--- src/rtl/data_memory_responder.sv ---
// Responder end of the EX/MEM memory interface: single-port word array with a fixed,
// configurable access latency; stalls the pipeline until the presented access completes.
module data_memory_responder #(
    parameter int unsigned DEPTH_WORDS = 32,
    parameter int unsigned LATENCY     = 2
) (
    input  logic        clk_i,
    input  logic        rst_i,
    input  logic        MemRead_i,
    input  logic        MemWrite_i,
    input  logic [31:0] addr_i,
    input  logic [31:0] data_i,
    output logic [31:0] data_o,
    output logic        stall_o
);

    localparam int unsigned IdxW  = (DEPTH_WORDS > 1) ? $clog2(DEPTH_WORDS) : 1;
    localparam logic [3:0]  LatM1 = 4'(LATENCY - 1);

    typedef enum logic [1:0] {StIdle, StWait, StDone} state_e;

    state_e          state_q;
    logic [3:0]      cnt_q;
    logic            is_wr_q;
    logic [IdxW-1:0] idx_q;
    logic [31:0]     wdata_q;
    logic [31:0]     rdata_q;
    logic [31:0]     mem_q [DEPTH_WORDS];

    logic            req;
    logic [IdxW-1:0] idx;
    logic            commit;
    logic            unused_addr;

    assign req     = MemRead_i | MemWrite_i;
    assign idx     = addr_i[IdxW+1:2];
    assign stall_o = req & (state_q != StDone);
    assign data_o  = rdata_q;
    // A write lands on the edge leaving DONE unless that edge is a reset.
    assign commit  = rst_i & (state_q == StDone) & is_wr_q;

    // Byte offset and bits above the array span are ignored by design.
    assign unused_addr = ^{addr_i[31:IdxW+2], addr_i[1:0]};

    always_ff @(posedge clk_i) begin
        if (!rst_i) begin
            state_q <= StIdle;
            cnt_q   <= 4'd0;
            is_wr_q <= 1'b0;
            idx_q   <= '0;
            wdata_q <= 32'd0;
            rdata_q <= 32'd0;
        end else begin
            case (state_q)
                StIdle: begin
                    if (req) begin
                        is_wr_q <= MemWrite_i;
                        idx_q   <= idx;
                        wdata_q <= data_i;
                        cnt_q   <= LatM1;
                        if (LATENCY == 1) begin
                            state_q <= StDone;
                            if (!MemWrite_i) begin
                                rdata_q <= mem_q[idx];
                            end
                        end else begin
                            state_q <= StWait;
                        end
                    end
                end
                StWait: begin
                    if (!req) begin
                        state_q <= StIdle;
                    end else begin
                        cnt_q <= cnt_q - 4'd1;
                        if (cnt_q == 4'd1) begin
                            state_q <= StDone;
                            if (!is_wr_q) begin
                                rdata_q <= mem_q[idx_q];
                            end
                        end
                    end
                end
                StDone: begin
                    state_q <= StIdle;
                end
                default: begin
                    state_q <= StIdle;
                end
            endcase
        end
    end

    // Array contents survive reset.
    always_ff @(posedge clk_i) begin
        if (commit) begin
            mem_q[idx_q] <= wdata_q;
        end
    end

endmodule

--- config.mk ---
export PLATFORM = sky130hd
export DESIGN_NAME = data_memory_responder
export DESIGN_NICKNAME = d
export VERILOG_FILES = /design/src/rtl/data_memory_responder.sv
export SDC_FILE = /design/constraint.sdc
export NUM_CORES = 1
export LEC_CHECK = 0
export BUFFER_PORTS_ARGS = -buffer_cell sky130_fd_sc_hd__buf_2
export CORE_MARGIN = 1.5
export CORE_UTILIZATION = 60
export DETAILED_ROUTE_END_ITERATION = 16
export PLACE_DENSITY_LB_ADDON = 0.08
export SETUP_SLACK_MARGIN = 0.05
export SYNTH_ARGS = -nofsm -noshare
export SYNTH_HDL_FRONTEND = slang
export SYNTH_SLANG_ARGS = --single-unit
export TNS_END_PERCENT = 50
--- constraint.sdc ---
create_clock -name clk_i -period 8 [get_ports clk_i]
set_input_delay 0.8 -clock clk_i [delete_from_list [all_inputs] [get_ports clk_i]]
set_output_delay 0.8 -clock clk_i [all_outputs]
set_load 0.02 [all_outputs]
-- Yosys cells after proc, flatten, opt, wreduce, memory -nomap -nowiden
Memories as Yosys holds them, arrays and structs flattened. A register that Yosys moved wholly into a read port is not among the register bits.
Index checks and enable logic that the tools add are counted.
- equal/unequal tests: 7
- $add $sub $neg: 1
- multiplexer cells: 9
- reductions and logical operators: 7
- bitwise logic cells: 5
- operators with widths (kind ; number):
    $mux W4 ; 2
    $pmux W4 S2 ; 1
    $mux W2 ; 3
    $ne A2 B2 Y1 const B ; 3
    $eq A4 B1 Y1 const B ; 1
    $pmux W2 S2 ; 1
    $reduce_and A2 Y1 ; 2
    $reduce_and A4 Y1 ; 1
    $sub A4 B1 Y4 const B ; 1
    $and A1 B1 Y1 ; 3
    $ne A3 B3 Y1 const B ; 1
    $reduce_and A3 Y1 ; 1
    $eq A2 B1 Y1 const B ; 1
    $eq A2 B2 Y1 const B ; 1
    $logic_not A2 Y1 ; 1
    $mux W1 ; 2
    $reduce_bool A2 Y1 ; 1
    $logic_not A1 Y1 ; 1
    $not A1 Y1 ; 1
    $or A1 B1 Y1 ; 1
- register bits after elaboration: 44
- memories: 1
- input bits: 68
- memory bits (writable): 1024
- output and inout port bits: 33
- word-level logic and storage cells: 35
- memory list (memory ; depth ; bits a word ; read ports ; clocked after Yosys merged registers in ; wr ports ; RTL line ; text):
    mem_q ; 32 ; 32 ; 1 ; 1 ; 1 ; 28 ; logic [31:0] mem_q [DEPTH_WORDS];

-- Longest topological paths before layout
- word-level depth: 5
- depth in mapped cells: 9
- gate-level depth less buffers: 7

-- Worst setup path after synthesis
OpenSTA, ideal clock, no wires.
- kind: register -> register
- from: register idx_q[2]
- to: memory mem_q[18][0], enable pin
- path buffers: 4
- cell stages (with the launch flop): 7
- arrival time: 2.910 ns
- slack: 4.669 ns
- cells stage by stage: dfxtp_1 > buf_2 > buf_2 > buf_1 > clkbuf_1 > or3b_2 > nor2_1
- RTL lines (what ; RTL line ; text):
    from (decl) ; 25 ; logic [IdxW-1:0] idx_q;
    from (signal assigned) ; 58 ; idx_q <= idx;
    to (decl) ; 28 ;
Straight into the memory's write port.

==> flow_metrics.tcl <==
set metrics [dict create \
    outcome "completed" \
    initial_core_util_pct 60.7 \
    rsz0062_at_grt "no" \
    power-per-cell-area_mw_per_mm2 255 \
    port_buffers 73 \
    antenna_found_initial 4 \
    cp_max_fo 114 \
    worstSkewPairLatency_ns 0.68 \
    finalSetupViolCount 0 \
    synth_compound_area_share_pct 4.62 \
    final.setup_skew_ns 0.0294 \
    min_path_type "input port to flop" \
    setup_tns_ns 0 \
    antenna_left 0 \
    die_area_mm2 0.0710 \
    synthTopCellsByCount "1024 x edfxtp_1, 215 x mux2i_1, 149 x mux4_2" \
    relSlewSlack_pct 17.4 \
    worstHoldStart "addr_i[2]" \
    num_rows 96 \
    synth.most_common_cell "edfxtp_1" \
    die_w_um 266 \
    vdd_drop_max_uv 206 \
    async_flop_share_pct 0 \
    syn-num-nets 2205 \
    ctsResizeCount 0 \
    yosysSeqAreaShare_pct 77.5 \
    rr_endpoint "data_o[0]" \
    drv_slew 0 \
    synth_mux_area_share_pct 13.3 \
    cts_tree "built" \
    grt_pass1_vias 21600 \
    clock_sinks 1100 \
    synth.yosys.warnings 0 \
    crit_path_end_kind "flop" \
    hold_violations 0 \
    syn_area_mm2 0.0416 \
    syn_avg_cell_area_um2 19.5 \
    grt_pass1_wl_um 152000 \
    yosys_register_bits 1100 \
    gr-total-overflow 0 \
    post_synth_num_cell_types 49 \
    cts_root_buf "clkbuf_16" \
    finalCritPeriodShare_pct 49.6 \
    first_pass_iters 6 \
    ios 101 \
    hold_depth 3 \
    dr.first_iter.drc_count 2811 \
    numCtsBuffers 107 \
    synth_edf_count 1024 \
    fmax_mhz 252 \
    hold_end "idx_q[0]" \
    syn_to_final_growth_pct 12.1 \
    reg2regPathDepth 6 \
    post_synth_inst_count 2135 \
    r2r_setup_slack_ns 4.03 \
    regArea_mm2 0.0323 \
    critPathArrivalTime_ns 4.50 \
    cts.path.max_buffers 3 \
    max_slew.worst_pin.slew_ns 1.24 \
    grt_max_degree 115 \
    hold_slack_ns 0.374 \
    netlist.top_cell.by_area "edfxtp_1" \
    h-tree-depth 3 \
    synth_top_family_by_area "multiplexers" \
    cap_viol_max_count 0 \
    dp_hpwl_um 58800 \
    rr_startpoint "idx_q[1]" \
    synthAdderAreaFrac_pct 0.0601 \
    nets 2324 \
    routabilityCongestion 0.792 \
    crit_type "flop to flop" \
    track_usage_pct 30.8 \
    cp.required_ns 8.53 \
    wire_per_inst_um 32.6 \
    multi_input_area_mm2 0.00899 \
    leakage_nw 14.6 \
    yosysTopAreaCellShare_pct 73.9 \
    power_mw 11.9 \
    cts_setup_buffers 0 \
    synth-xor-area-share_pct 0 \
    yosys.area_share.simple_pct 3.02 \
    n_fill_cell 4398 \
    final_layout_size_suffix_gt1_share_pct 20.4 \
    min_period_ns 3.97 \
    vias 21800 \
    ctsHoldBuffers 0 \
    drt_wl_total_um 107000 \
    drt-vias-per-instance 6.66 \
    path_clk_slew_ns 0.06 \
    core-area_mm2 0.0686 \
    synthTopCellsByArea "edfxtp_1 74%, mux4_2 8.1%, mux2i_1 5.2%, dfxtp_1 3.7%, o22ai_1 1.4%" \
    fin_util_pct 68.1 \
    synth-main-ff-cell "edfxtp_1" \
    antennaDiodeCount 0 \
    crit_path_start_kind "flop" \
    dieHeight_um 266 \
    drcViolationCount 0 \
]
how the worst max path moves through the flow:
stage	endpoint	start	slack [ns]	depth (start not counted)
6_report	data_o[0]	idx_q[1]	4.03	6
5_1_grt	data_o[30]	idx_q[1]	3.84	6
4_1_cts	data_o[30]	idx_q[1]	4.02	6
3_5_place_dp	mem_q[11][14]	rst_i	3.58	6
3_3_place_gp	mem_q[11][10]	rst_i	3.60	6
2_1_floorplan	mem_q[18][0]	idx_q[2]	4.67	6
area by class of cell:
cell class,count,share of cell area (%)
timing repair buffer,132,1.81
multi-input combinational,910,19.3
tap,931,2.50
inverter,3,0.0241
clock inverter,50,0.901
sequential,1100,69.2
clock buffer,149,6.36
power by group:
part | switching (mW) | internal [mW]
Sequential | 0.135 | 6.35
Combinational | 0.341 | 0.229
Clock | 2.07 | 2.78
layer usage:
metal / up-vias / track usage (%) / share of wire, %
met3: 210 / 5.69 / 9.4
li1: 8989 / - / -
met4: 2 / 9.63 / 3.0
met1: 11500 / 43.6 / 39
met5: - / 0 / 0.0065
met2: 1126 / 49.3 / 48
cell families (layout without fill, tap and decap cells):
logic type,count (synthesis),count (layout)
fa+ha+maj,2,2
flops,1100,1100
mux,365,365
compound gates,289,289
simple gates,254,254
buf+inv,125,334
worst max-delay path, cell delays in order (launching register included):
cell	delay [ns]
dfxtp_4	0.82
buf_12	0.59
buf_12	0.47
mux4_2	0.62
a22o_1	0.23
a221oi_1	0.27
a31oi_1	0.14
placed cells by master, fill, tap and decap left out, drive strengths merged, types with 3 or more instances in the layout:
cell type and instances:
dfxtp 76, nor3 3, o21ai 35, a21boi 39
o22ai 95, a31oi 36, nor2b 9, clkinv 40
clkbuf 149, bufinv 6, and3 5, nand3 11
nor2 52, inv 5, or4 8, nand2b 5
a221oi 10, mux2i 215, nand4b 4, mux4 149
edfxtp 1024, a22oi 25, and2 4, nor4 25
nand4bb 5, nor3b 3, or2 3, a21oi 18
buf 132, a22o 23, or3 3, nand2 108
or4b 3
through the flow:
stage	instances	setup slack, ns	area (um2)
after floorplan	2135	4.67	41600
after global placement	3076	3.60	43300
after detailed placement	3076	3.58	43300
after CTS	3275	4.02	46700
after global routing	3275	3.84	46700
final	3275	4.03	46700
sequential cells by signal (all words and copies together), names as in the netlist:
register	count
state_q	2
wdata_q	32
cnt_q	4
mem_q	1024
idx_q	5
data_o	32
is_wr_q	1
Power figures use the tool's default switching activity.
